$ cat src/rtl/multicycle_alu_if.sv
// Request/response bundle between the execute-stage control FSM (master)
// and the multicycle ALU (slave).
interface multicycle_alu_if #(
  parameter int WIDTH       = 32,
  parameter int SHAMT_WIDTH = 5
);
  logic                   start;
  logic [3:0]             ALUOperation;
  logic [WIDTH-1:0]       A;
  logic [WIDTH-1:0]       B;
  logic [SHAMT_WIDTH-1:0] Shamt;
  logic                   busy;
  logic                   done;
  logic                   Zero;
  logic [WIDTH-1:0]       ALUResult;
  logic [WIDTH-1:0]       HI;
  logic [WIDTH-1:0]       LO;

  modport master (
    output start, ALUOperation, A, B, Shamt,
    input  busy, done, Zero, ALUResult, HI, LO
  );

  modport slave (
    input  start, ALUOperation, A, B, Shamt,
    output busy, done, Zero, ALUResult, HI, LO
  );
endinterface

$ cat src/rtl/multicycle_alu.sv
// Registered execute-stage ALU: single-cycle MIPS operations plus iterative
// unsigned shift-add multiply and restoring divide into HI/LO.
module multicycle_alu #(
  parameter int               WIDTH       = 32,
  parameter int               SHAMT_WIDTH = 5,
  parameter logic [WIDTH-1:0] MEM_BASE    = 32'h0040_0000
) (
  input logic             clk,
  input logic             reset,
  multicycle_alu_if.slave bus
);
  localparam logic [3:0] OP_AND   = 4'b0000;
  localparam logic [3:0] OP_OR    = 4'b0001;
  localparam logic [3:0] OP_NOR   = 4'b0010;
  localparam logic [3:0] OP_ADD   = 4'b0011;
  localparam logic [3:0] OP_SUB   = 4'b0100;
  localparam logic [3:0] OP_MULTU = 4'b0101;
  localparam logic [3:0] OP_DIVU  = 4'b0110;
  localparam logic [3:0] OP_SRA   = 4'b0111;
  localparam logic [3:0] OP_SLL   = 4'b1000;
  localparam logic [3:0] OP_SRL   = 4'b1001;
  localparam logic [3:0] OP_MEM   = 4'b1010;
  localparam logic [3:0] OP_JR    = 4'b1011;
  localparam logic [3:0] OP_BEQ   = 4'b1100;
  localparam logic [3:0] OP_LUI   = 4'b1110;

  localparam logic [1:0] S_IDLE = 2'd0;
  localparam logic [1:0] S_MUL  = 2'd1;
  localparam logic [1:0] S_DIV  = 2'd2;

  localparam logic [SHAMT_WIDTH-1:0] CNT_LAST = SHAMT_WIDTH'(WIDTH - 1);

  logic [1:0]             state_r;
  logic [SHAMT_WIDTH-1:0] cnt_r;
  logic                   busy_r;
  logic                   done_r;
  logic                   zero_r;
  logic [WIDTH-1:0]       result_r;
  logic [WIDTH-1:0]       hi_r;
  logic [WIDTH-1:0]       lo_r;
  logic [2*WIDTH-1:0]     prod_r;
  logic [WIDTH-1:0]       mcand_r;
  logic [WIDTH-1:0]       rem_r;
  logic [WIDTH-1:0]       quo_r;
  logic [WIDTH-1:0]       dvsr_r;

  logic [WIDTH-1:0]       alu_s;
  logic [WIDTH-1:0]       mem_s;
  logic [WIDTH:0]         mul_sum_s;
  logic [2*WIDTH-1:0]     mul_next_s;
  logic [WIDTH:0]         div_shift_s;
  logic [WIDTH-1:0]       rem_next_s;
  logic [WIDTH-1:0]       quo_next_s;

  assign bus.busy      = busy_r;
  assign bus.done      = done_r;
  assign bus.Zero      = zero_r;
  assign bus.ALUResult = result_r;
  assign bus.HI        = hi_r;
  assign bus.LO        = lo_r;

  assign mem_s = bus.A + bus.B - MEM_BASE;

  // Single-cycle result computed straight from the request inputs.
  always_comb begin
    alu_s = {WIDTH{1'b0}};
    case (bus.ALUOperation)
      OP_AND:  alu_s = bus.A & bus.B;
      OP_OR:   alu_s = bus.A | bus.B;
      OP_NOR:  alu_s = ~(bus.A | bus.B);
      OP_ADD:  alu_s = bus.A + bus.B;
      OP_SUB:  alu_s = bus.A - bus.B;
      OP_BEQ:  alu_s = bus.A - bus.B;
      OP_SLL:  alu_s = bus.B << bus.Shamt;
      OP_SRL:  alu_s = bus.B >> bus.Shamt;
      OP_SRA:  alu_s = $unsigned($signed(bus.B) >>> bus.Shamt);
      OP_LUI:  alu_s = {bus.B[15:0], {(WIDTH-16){1'b0}}};
      OP_MEM:  alu_s = mem_s >> 2'd2;
      OP_JR:   alu_s = bus.A;
      default: alu_s = {WIDTH{1'b0}};
    endcase
  end

  // One shift-add multiply step: add multiplicand on LSB, shift product right.
  always_comb begin
    mul_sum_s  = {1'b0, prod_r[2*WIDTH-1:WIDTH]}
               + (prod_r[0] ? {1'b0, mcand_r} : {(WIDTH+1){1'b0}});
    mul_next_s = {mul_sum_s, prod_r[WIDTH-1:1]};
  end

  // One restoring-divide step; a zero divisor always "fits", giving all-ones/A.
  always_comb begin
    div_shift_s = {rem_r, quo_r[WIDTH-1]};
    if (div_shift_s >= {1'b0, dvsr_r}) begin
      rem_next_s = div_shift_s[WIDTH-1:0] - dvsr_r;
      quo_next_s = {quo_r[WIDTH-2:0], 1'b1};
    end else begin
      rem_next_s = div_shift_s[WIDTH-1:0];
      quo_next_s = {quo_r[WIDTH-2:0], 1'b0};
    end
  end

  // Control FSM and all architectural registers.
  always_ff @(posedge clk) begin
    if (reset) begin
      state_r  <= S_IDLE;
      cnt_r    <= {SHAMT_WIDTH{1'b0}};
      busy_r   <= 1'b0;
      done_r   <= 1'b0;
      zero_r   <= 1'b0;
      result_r <= {WIDTH{1'b0}};
      hi_r     <= {WIDTH{1'b0}};
      lo_r     <= {WIDTH{1'b0}};
      prod_r   <= {(2*WIDTH){1'b0}};
      mcand_r  <= {WIDTH{1'b0}};
      rem_r    <= {WIDTH{1'b0}};
      quo_r    <= {WIDTH{1'b0}};
      dvsr_r   <= {WIDTH{1'b0}};
    end else begin
      done_r <= 1'b0;
      case (state_r)
        S_IDLE: begin
          if (!bus.start) begin
            state_r <= S_IDLE;
          end else if (bus.ALUOperation == OP_MULTU) begin
            state_r <= S_MUL;
            busy_r  <= 1'b1;
            cnt_r   <= {SHAMT_WIDTH{1'b0}};
            prod_r  <= {{WIDTH{1'b0}}, bus.B};
            mcand_r <= bus.A;
          end else if (bus.ALUOperation == OP_DIVU) begin
            state_r <= S_DIV;
            busy_r  <= 1'b1;
            cnt_r   <= {SHAMT_WIDTH{1'b0}};
            rem_r   <= {WIDTH{1'b0}};
            quo_r   <= bus.A;
            dvsr_r  <= bus.B;
          end else begin
            result_r <= alu_s;
            zero_r   <= (alu_s == {WIDTH{1'b0}});
            done_r   <= 1'b1;
          end
        end
        S_MUL: begin
          prod_r <= mul_next_s;
          if (cnt_r == CNT_LAST) begin
            state_r  <= S_IDLE;
            busy_r   <= 1'b0;
            done_r   <= 1'b1;
            cnt_r    <= {SHAMT_WIDTH{1'b0}};
            hi_r     <= mul_next_s[2*WIDTH-1:WIDTH];
            lo_r     <= mul_next_s[WIDTH-1:0];
            result_r <= mul_next_s[WIDTH-1:0];
            zero_r   <= (mul_next_s[WIDTH-1:0] == {WIDTH{1'b0}});
          end else begin
            cnt_r <= cnt_r + 1'b1;
          end
        end
        S_DIV: begin
          rem_r <= rem_next_s;
          quo_r <= quo_next_s;
          if (cnt_r == CNT_LAST) begin
            state_r  <= S_IDLE;
            busy_r   <= 1'b0;
            done_r   <= 1'b1;
            cnt_r    <= {SHAMT_WIDTH{1'b0}};
            hi_r     <= rem_next_s;
            lo_r     <= quo_next_s;
            result_r <= quo_next_s;
            zero_r   <= (quo_next_s == {WIDTH{1'b0}});
          end else begin
            cnt_r <= cnt_r + 1'b1;
          end
        end
        default: begin
          state_r <= S_IDLE;
          busy_r  <= 1'b0;
          cnt_r   <= {SHAMT_WIDTH{1'b0}};
        end
      endcase
    end
  end
endmodule

$ cat src/flat_wrapper.sv
// flat-port wrapper written by rule: the top's interface ports become plain ports
module multicycle_alu_flat 
#(
  parameter int               WIDTH       = 32,
  parameter int               SHAMT_WIDTH = 5,
  parameter logic [WIDTH-1:0] MEM_BASE    = 32'h0040_0000
)
  (clk, reset, bus_start, bus_ALUOperation, bus_A, bus_B, bus_Shamt, bus_busy, bus_done, bus_Zero, bus_ALUResult, bus_HI, bus_LO);
  multicycle_alu_if #(.WIDTH(WIDTH), .SHAMT_WIDTH(SHAMT_WIDTH)) bus_i ();
  input logic clk;
  input logic reset;
  input wire logic [$bits(bus_i.start)-1:0] bus_start;
  input wire logic [$bits(bus_i.ALUOperation)-1:0] bus_ALUOperation;
  input wire logic [$bits(bus_i.A)-1:0] bus_A;
  input wire logic [$bits(bus_i.B)-1:0] bus_B;
  input wire logic [$bits(bus_i.Shamt)-1:0] bus_Shamt;
  output wire logic [$bits(bus_i.busy)-1:0] bus_busy;
  output wire logic [$bits(bus_i.done)-1:0] bus_done;
  output wire logic [$bits(bus_i.Zero)-1:0] bus_Zero;
  output wire logic [$bits(bus_i.ALUResult)-1:0] bus_ALUResult;
  output wire logic [$bits(bus_i.HI)-1:0] bus_HI;
  output wire logic [$bits(bus_i.LO)-1:0] bus_LO;
  assign bus_i.start = bus_start;
  assign bus_i.ALUOperation = bus_ALUOperation;
  assign bus_i.A = bus_A;
  assign bus_i.B = bus_B;
  assign bus_i.Shamt = bus_Shamt;
  assign bus_busy = bus_i.busy;
  assign bus_done = bus_i.done;
  assign bus_Zero = bus_i.Zero;
  assign bus_ALUResult = bus_i.ALUResult;
  assign bus_HI = bus_i.HI;
  assign bus_LO = bus_i.LO;
  multicycle_alu #(.WIDTH(WIDTH), .SHAMT_WIDTH(SHAMT_WIDTH), .MEM_BASE(MEM_BASE)) u_core (.clk(clk), .reset(reset), .bus(bus_i));
endmodule
$ cat config.mk
export PLATFORM = sky130hd
export DESIGN_NAME = multicycle_alu_flat
export DESIGN_NICKNAME = d
export VERILOG_FILES = /design/src/rtl/multicycle_alu_if.sv /design/src/rtl/multicycle_alu.sv /design/src/flat_wrapper.sv
export SDC_FILE = /design/constraint.sdc
export NUM_CORES = 1
export LEC_CHECK = 0
export ABC_CLOCK_PERIOD_IN_PS = 5000
export BUFFER_PORTS_ARGS = -buffer_cell sky130_fd_sc_hd__buf_2
export CAP_MARGIN = 20
export CORE_UTILIZATION = 30
export CTS_BUF_LIST = sky130_fd_sc_hd__clkbuf_8 sky130_fd_sc_hd__clkbuf_16
export DETAILED_ROUTE_END_ITERATION = 10
export GPL_TIMING_DRIVEN = 0
export HOLD_SLACK_MARGIN = 0.08
export SETUP_SLACK_MARGIN = 0.15
export SLEW_MARGIN = 10
export SYNTH_ARGS = -nofsm -noshare
export SYNTH_HDL_FRONTEND = slang
export SYNTH_SLANG_ARGS = --single-unit
$ cat constraint.sdc
create_clock -name clk -period 5 [get_ports clk]
set_input_delay 0.75 -clock clk [delete_from_list [all_inputs] [get_ports clk]]
set_output_delay 0.75 -clock clk [all_outputs]
set_load 0.005 [all_outputs]
### After elaboration in Yosys (flattened, before gate mapping)

Index checks and enable logic that the tools add are counted.

* output and inout bits: 99
* flip-flop bits (word level): 298
* bits of input ports: 76
* word-level logic and storage cells: 124

* mux-type cells: 51
* $add $sub $neg: 6
* equality and inequality tests: 26
* shift-type cells: 3
* reduce and logical (&&, ||, !) cells: 20
* bitwise gates (word level): 4
* order comparisons: 1

Operators with widths (number)
* $mux 32: 15
* $pmux 32 s11: 1
* $pmux 32 s2: 4
* $mux 64: 2
* $pmux 64 s2: 1
* $logic_not 32->1: 3
* $pmux 32 s3: 1
* $sub 32x32->32: 2
* $add 32x33->33: 1
* $ge 33x32->1: 1
* $add 32x32->32: 1
* $and 32x32->32: 1
* $not 32->32: 1
* $or 32x32->32: 1
* $shl 32x5->32: 1
* $shr 32x5->32: 1
* $sshr 32x5->32: 1
* $sub 32x23->32 const B: 1
* $eq 4x4->1 const B: 6
* $mux 5: 4
* $eq 4x3->1 const B: 4
* $mux 1: 14
* $reduce_and 3->1: 4
* $ne 2x1->1 const B: 5
* 23 further kinds: 35

### Depth between registers and ports, before layout

Gate-level depths: netlist of the first run.

* depth in word-level cells: 8
* depth in mapped cells: 22
* depth with buffers taken out: 20

### Worst setup path before layout of the first run

Ideal clock, no wire load.

* path type: input to register
* start point: input bus_B[12]
* end point: register u_core.zero_r (netlist: u_core.bus.Zero)
* required time: 4.940 ns
* path slack: -0.404 ns
* stages: 22
* buffers on the path: 2
* arrival time: 5.344 ns
* library setup time: 0.060 ns
* path through: clkbuf_1 inv_1 ha_1 clkbuf_1 and4_1 and4_1 a21boi_0 a41o_1 nor4_1 a311oi_1 inv_1 ha_1 mux2i_1 a22o_1 a21oi_1 o21ai_0 a221oi_1 o211ai_1 or4_1 or4_1 nor4_2 a41o_1

* longest elaborated chain between the ends: 8
* elaborated cells on any way between the ends: 15
* those cells by class: 3 x add/sub; 3 x shift; 5 x mux; 3 x bitwise; 1 x reduce/logical

RTL lines
* from (decl): line flat_wrapper.sv:15 `input wire logic [$bits(bus_i.B)-1:0] bus_B;`
* $add 32x32->32 / $or 32x32->32 (equally long branches)
* $sub 32x23->32 / $not 32->32 (equally long branches): line multicycle_alu.sv:62, multicycle_alu.sv:70
* $pmux 32 s11 *: line multicycle_alu.sv:67 `case (bus.ALUOperation)`
* $logic_not 32->1 *: line multicycle_alu.sv:140 `zero_r <= (alu_s == {WIDTH{1'b0}});`
* $mux 1 *: line multicycle_alu.sv:131 `end else if (bus.ALUOperation == OP_DIVU) begin`
* $mux 1 *: line multicycle_alu.sv:125 `end else if (bus.ALUOperation == OP_MULTU) begin`
* $mux 1 *: line multicycle_alu.sv:123 `if (!bus.start) begin`
* $pmux 1 s3 *: line multicycle_alu.sv:121 `case (state_r)`
* to (signal assigned): line multicycle_alu.sv:140
* to (signal assigned): line multicycle_alu.sv:154 `zero_r <= (mul_next_s[WIDTH-1:0] == {WIDTH{1'b0}});`
* to (signal assigned): line multicycle_alu.sv:170 `zero_r <= (quo_next_s == {WIDTH{1'b0}});`
* to (decl): line multicycle_alu.sv:37 `logic zero_r;`

Every way passes the cells marked *; elsewhere a longest branch is shown, timed or not. The select of a mux whose other input is x is not followed.
A chain may end at the register's enable or synchronous reset.

### Final worst setup path of the first run

* start point: input bus_ALUOperation[1]
* end point: register u_core.zero_r (netlist: u_core.bus.Zero)

* longest elaborated chain between the ends: 8
* elaborated cells on any way between the ends: 24
* those cells by class: 15 x eq/ne; 5 x mux; 4 x reduce/logical

RTL lines
* from (decl): line flat_wrapper.sv:13 `input wire logic [$bits(bus_i.ALUOperation)-1:0] bus_ALUOperation;`
* $eq 4x3->1 / $eq 4x4->1 (equally long branches): line multicycle_alu.sv:67
* $reduce_or 2->1 (no line)
* $pmux 32 s11: line multicycle_alu.sv:67
* $logic_not 32->1: line multicycle_alu.sv:140
* $mux 1: line multicycle_alu.sv:131
* $mux 1: line multicycle_alu.sv:125
* $mux 1: line multicycle_alu.sv:123
* $pmux 1 s3: line multicycle_alu.sv:121

Several ways; a longest one is shown, not always the timed one. The select of a mux whose other input is x is not followed.

==> metrics.md, run 1 <==
| Metric | Value |
|---|---|
| Status | complete, but fails checks |
| Failing checks | negative setup slack |
| Register area share after synthesis | 21.9% |
| Arrival time at the worst endpoint | 5.81 ns |
| Drt total wl | 162 mm |
| Clock buffer depth | 3 |
| Post-synth EDFFs | 0 |
| Primary FF master, synth | dfxtp_1 |
| Min Clock Period, post-route | 5.33 ns |
| Most common cell in the synthesized netlist | nand2_1 |
| Initial DRT Pass Iterations | 5 |
| Starting DRC count in detailed routing | 4,020 |
| Dpl cells | 4,961 |
| CP max-delay cell | o211ai_1 |
| Total GRT Usage | 34.1% |
| Peak VDD IR | 0.180 mV |
| Die height | 303 um |
| Final non-filler cell total | 5,063 |
| Critical path, cell by cell | buf_2, clkbuf_1, nor4bb_1, clkbuf_1, o211ai_1, o22ai_1, nor3_4, o2111ai_1, nor4_1, nand4_1, nor4_1, nand4_1, or4_4, nor4_4, a41o_1 |
| Mean Syn Cell Area | 7.57 um^2 |
| Register area | 5970 um^2 |
| Initial Util | 30.3% |
| Total power | 7.86 mW |
| Largest net degree at the start of global routing | 15 |
| Area of the multi-input gates | 20,000 um^2 |
| Vias per cell | 6.33 |
| Hold WC Path Type | reg2reg |
| Syn nets | 3,844 |
| P_leak | 12.5 nW |
| Layout area overhead | 18.7% |
| Synthesized area | 27,300 um^2 |
| Post-DRT Antenna Nets | 0 |
| Nature of the critical path endpoint | flop |
| Final setup TNS | -0.329 ns |
| Post-synth top area cell | dfxtp_1 |
| Netlist cell types | 92 |
| Max FO, Critical Path | 10 |
| Per-cell routed wire length | 32.1 um |
| Highest clock rate | 188 MHz |
| Crit path required time | 5.49 ns |
| Final setup vio count | 1 |
| Top cell type's share of synthesized area | 21.9% |
| # Max-Cap Violations | 0 |
| Drt drc | 0 |
| Top-level I/O count | 175 |
| PnR worst setup slack | -0.329 ns |
| Core ar. | 90,000 um^2 |
| HPWL Detailed | 128 mm |
| FP Rows | 110 |
| Max_slew headroom | 12.6% |
| First-pass GRT wire length | 224 mm |
| Tightest Pin Transition | 1.31 ns |
| Final net count | 4,104 |
| Clock-pin slew on the worst setup and hold paths | 0.06 ns |
| Worst Path Class, Setup | in2reg |
| Register bit total from synthesis | 298 |
| FILL cells | 9,759 |
| Pre-CTS WS | -2.53 ns |
| Asr flop ratio synth | 0% |
| Die Width | 303 um |
| RSZ-0062 raised after global routing | yes |
| Pwr dens | 243 nW/um^2 |
| Startpoint types | input port |
| Grt total ovfl | 0 |
| Sink Count | 298 |
| CTS tree | done |
| Initial antenna violation count | 12 |
| Post-DP Area | 30,000 um^2 |
| IO Port Bufs | 172 |
| Cells after synthesis | 3,598 |
| Final hold violation count | 0 |
| CTS Hold Bufs | 0 |
| Largest stage delay on the critical path | 0.86 ns |
| R2R setup slack | 0.46 ns |
| H-tree depth | 2 |
| CTS Buf Count | 35 |
| Number of global-route vias before repair | 29,700 |
| YS warnings | 0 |
| Total number of vias | 32,100 |
| Final Instance Area | 32,400 um^2 |
| Most instantiated cells after synthesis | nand2_1 (380), a21oi_1 (361), nor2_1 (356) |
| Layout cells sized above 1 | 15.2% |
| Ranking of synthesized cells by area | dfxtp_1 (22%), ha_1 (7.6%), a21oi_1 (6.6%) |
| Die area | 92,100 um^2 |
| Placer Congestion | 1.07 |
| Final Max Tran Viols | 0 |
| Worst-skew pair later-pin latency | 0.55 ns |
| Final period util | 107% |
| Final Skew | 0.0156 ns |
| Clk root buf | clkbuf_16 |
through the flow:
| step | hold slack [ns] | utilization, % |
|---|---|---|
| finish | 0.449 | 35.9 |
| detailed placement | 0.442 | 33.3 |
| floorplan | 0.432 | - |
| global placement | 0.441 | 33.1 |
| CTS | 0.450 | 35.8 |
| global route | 0.462 | 35.9 |
routing by layer:
layer	share of wire, %	wire, um	GRT usage [%]
met4	6.0	9820	17.8
met1	41	66100	44.8
met5	0.051	83	0
met2	42	67900	51.1
met3	11	18500	8.96
cell type report:
cell class | count | area share (%)
Clock inverter | 21 | 0.816
Timing Repair Buffer | 224 | 4.36
Tap cell | 1176 | 4.55
Inverter | 157 | 1.91
Sequential cell | 298 | 18.4
Antenna cell | 5 | 0.0387
Multi-Input combinational cell | 2844 | 61.8
Clock buffer | 40 | 2.92
Buffer | 298 | 5.21
flip-flops by register name, indices dropped and copies added, names as in the netlist:
name and count:
u_core.mcand_r 32, u_core.bus.done 1, u_core.cnt_r 5, u_core.rem_r 32, u_core.bus.ALUResult 32, u_core.bus.Zero 1, u_core.prod_r 64, u_core.state_r 2
u_core.dvsr_r 32, u_core.bus.HI 32, u_core.quo_r 32, u_core.bus.busy 1, u_core.bus.LO 32
path summary, 6_finish.rpt:
check / start / to / depth (start not counted)
hold reg to reg: u_core.mcand_r[4] / u_core.mcand_r[4] / 2
setup reg to reg: u_core.dvsr_r[1] / u_core.bus.HI[3] / 14
hold / removal: u_core.mcand_r[4] / u_core.mcand_r[4] / 2
setup / recovery: bus_ALUOperation[1] / u_core.bus.Zero / 15
cell usage in the layout (no fill, tap or decap), drive strengths merged, types with 157 or more instances in the layout:
cell type | Yosys | routed
inv | 154 | 157
nor2 | 356 | 356
nand2 | 380 | 380
ha | 166 | 166
clkbuf | 239 | 285
a21oi | 364 | 364
o21ai | 166 | 166
dfxtp | 298 | 298
buf | 60 | 277
mux2i | 173 | 173
critical path: cells and delay by family:
| family | cells | cell delay [ns] |
|---|---|---|
| AO/OA/AOI/OAI | 4 | 1.78 |
| buffers and inverters | 3 | 0.98 |
| AND/OR/NAND/NOR | 8 | 2.28 |
where the power goes:
part / leakage (nW) / switching (mW) / internal, mW
sequential: 2.41 / 0.0563 / 2.42
clock: 0.621 / 1.11 / 1.62
combinational: 9.48 / 1.78 / 0.868
total: 12.5 / 2.95 / 4.91
logic make-up (layout without fill, tap and decap cells):
group	count (synthesis)	in the layout	share of synthesized area (%)
AOI/OAI and AO/OA	1170	1170	28.7
xor gates and xnor gates	91	91	2.92
adders and majority gates	170	170	7.92
buffers and inverters	456	740	6.58
DFF	298	298	21.9
muxes	284	284	13.0
other	0	5	0
and+or+nand+nor	1129	1129	19.0
what timing repair did:
item	4_1_cts	5_1_grt
gates resized for setup	182	38
setup buffers	33	4
setup endpoints to repair	18	119
pin swaps	20	6
(Power assumes the default switching activity.)
==> run 2: changes to the inputs <==
--- a/config.mk
+++ b/config.mk
@@ -5,7 +5,7 @@
 export SDC_FILE = /design/constraint.sdc
 export NUM_CORES = 1
 export LEC_CHECK = 0
-export ABC_CLOCK_PERIOD_IN_PS = 5000
+export ABC_CLOCK_PERIOD_IN_PS = 6400
 export BUFFER_PORTS_ARGS = -buffer_cell sky130_fd_sc_hd__buf_2
 export CAP_MARGIN = 20
 export CORE_UTILIZATION = 30
==> constraint.sdc (replaced) <==
create_clock -name clk -period 6.4 [get_ports clk]
set_input_delay 0.96 -clock clk [delete_from_list [all_inputs] [get_ports clk]]
set_output_delay 0.96 -clock clk [all_outputs]
set_load 0.005 [all_outputs]
==> run 2 against run 1 <==
The flow still finishes with violations (negative setup slack). Die area is the same. Cell count shrank 0.26%. Combinational power shrank 26%. Design area shrank 2.9%. Non-clock buffer count shrank 20. First-iteration DRC count grew 12%. Register-to-register slack gained 0.95 ns. Worst hold slack gained 0.0014 ns. Sequential cell count is the same. Largest power group unchanged.
==> metrics.md, run 2 (synthesis gave the netlist of run 1 again) <==
| Metric | Value |
|---|---|
| Drt drc | 0 |
| Peak VDD IR | 0.138 mV |
| Core ar. | 90,000 um^2 |
| Dpl cells | 4,963 |
| Most common cell after layout, fill and taps aside | nand2_1 |
| Worst-skew pair later-pin latency | 0.54 ns |
| Total number of vias | 31,800 |
| Failing checks | negative setup slack |
| Final hold violation count | 0 |
| HPWL Detailed | 127 mm |
| Post-DRT Antenna Nets | 0 |
| Die area | 92,100 um^2 |
| Tightest Pin Transition | 1.30 ns |
| CP max-delay cell | o21ai_1 |
| Pwr dens | 189 nW/um^2 |
| CTS tree | done |
| Final non-filler cell total | 5,050 |
| FP Rows | 110 |
| CTS Hold Bufs | 0 |
| CTS Buf Count | 35 |
| Die Width | 303 um |
| Crit path required time | 6.88 ns |
| Starting DRC count in detailed routing | 4,516 |
| Number of global-route vias before repair | 29,300 |
| P_leak | 12.2 nW |
| Clock-pin slew on the worst setup and hold paths | 0.06 ns |
| Final period util | 102% |
| Startpoint types | input port |
| Max FO, Critical Path | 10 |
| Placer Congestion | 1.10 |
| Layout cells sized above 1 | 12.8% |
| Critical path, cell by cell | buf_2, clkbuf_1, nor4bb_1, clkbuf_1, o21ai_1, o21ai_0, nor4_1, nand2_1, nor4_1, nand4_1, nor4_1, nand4_1, or4_1, nor4_2, a41o_1 |
| FILL cells | 9,757 |
| Nature of the critical path endpoint | flop |
| Pre-CTS WS | -2.36 ns |
| Drt total wl | 159 mm |
| Initial Util | 30.3% |
| Final Skew | 0.0154 ns |
| Status | complete, but fails checks |
| Clk root buf | clkbuf_16 |
| Sink Count | 298 |
| Vias per cell | 6.30 |
| Final setup vio count | 1 |
| Largest net degree at the start of global routing | 16 |
| Crit path top cell by count | nor4_1 |
| Min Clock Period, post-route | 6.50 ns |
| Die height | 303 um |
| Layout area overhead | 15.3% |
| # Max-Cap Violations | 0 |
| Commonest cells after routing, fill and taps aside | nand2_1 (380), a21oi_1 (359), nor2_1 (356) |
| Initial DRT Pass Iterations | 6 |
| Final net count | 4,084 |
| Clock buffer depth | 3 |
| Grt total ovfl | 0 |
| Final Max Tran Viols | 0 |
| H-tree depth | 2 |
| Largest stage delay on the critical path | 0.98 ns |
| Per-cell routed wire length | 31.6 um |
| Largest register FFs | 64 |
| Worst Path Class, Setup | in2reg |
| IO Port Bufs | 172 |
| Total GRT Usage | 33.5% |
| Most flops, register | u_core.prod_r |
| First-pass GRT wire length | 221 mm |
| RSZ-0062 raised after global routing | no |
| Initial antenna violation count | 17 |
| PnR worst setup slack | -0.100 ns |
| Max_slew headroom | 12.7% |
| Arrival time at the worst endpoint | 6.98 ns |
| Highest clock rate | 154 MHz |
| Top-level I/O count | 175 |
| Hold WC Path Type | reg2reg |
## run 2: changes by cell type in the layout (fill, tap and decap cells not counted), moves of 8 or more
cell,delta
inv_1,+9
clkbuf_8,-8
buf_2,+24
buf_4,-35
clkbuf_1,+8
clkbuf_16,-13
ha_4,-8
ha_1,+12
## run 2: timing repair
action / in CTS / in global routing
pin swaps: 2 / 6
gates resized for setup: 52 / 79
endpoints found under the setup margin: 2 / 1
setup buffers: 3 / 12
## run 2: layout make-up
| class | instances | area, um^2 | share of cell area [%] |
|---|---|---|---|
| multi-input combinational | 2844 | 19600 | 62.5 |
| sequential | 298 | 5970 | 19.0 |
| tap | 1176 | 1470 | 4.68 |
| buffer | 297 | 1400 | 4.46 |
| timing repair buffer | 205 | 1180 | 3.76 |
| clock buffer | 40 | 945 | 3.01 |
| inverter | 157 | 597 | 1.90 |
| clock inverter | 22 | 194 | 0.617 |
| antenna | 11 | 27.5 | 0.0876 |
## run 2: layer usage
layer | up-vias | global-route usage [%] | share of wire [%]
met5 | - | 0 | 0.15
met4 | 16 | 20.1 | 7.1
met1 | 15300 | 44.2 | 40
li1 | 13700 | - | -
met2 | 2225 | 48.7 | 41
met3 | 504 | 8.97 | 12
## run 2: final timing paths
kind / startpoint / cells after the start / slack [ns] / end
worst min register to register: u_core.mcand_r[12] / 2 / 0.45 / u_core.mcand_r[12]
worst max-delay path: bus_ALUOperation[1] / 15 / -0.10 / u_core.bus.Zero
worst max register to register: u_core.dvsr_r[1] / 15 / 1.41 / u_core.bus.ALUResult[0]
worst min-delay path: u_core.mcand_r[12] / 2 / 0.45 / u_core.mcand_r[12]
## run 2: worst max-delay path: cells and delay by family
kind / cells / cell delay, ns
and+or+nand+nor: 9 / 3.31
buffers and inverters: 3 / 0.90
AOI/OAI and AO/OA: 3 / 1.81
## run 2: power by group
| part | switching (mW) | internal (mW) | total [mW] |
|---|---|---|---|
| Clock | 0.847 | 1.18 | 2.03 |
| Combinational | 1.36 | 0.610 | 1.97 |
| Sequential | 0.0382 | 1.89 | 1.93 |
## run 2: per-stage QoR
stage	TNS (ns)	total power, mW	hold slack [ns]	utilization, %	instance area, um^2
2_1_floorplan	0	2.99	0.432	-	27300
3_3_place_gp	-9.09	3.77	0.437	32.9	29600
3_5_place_dp	-5.33	3.78	0.443	33.1	29800
4_1_cts	0	5.81	0.452	34.6	31100
5_1_grt	0	6.06	0.470	34.9	31400
6_report	-0.100	5.93	0.450	34.9	31400
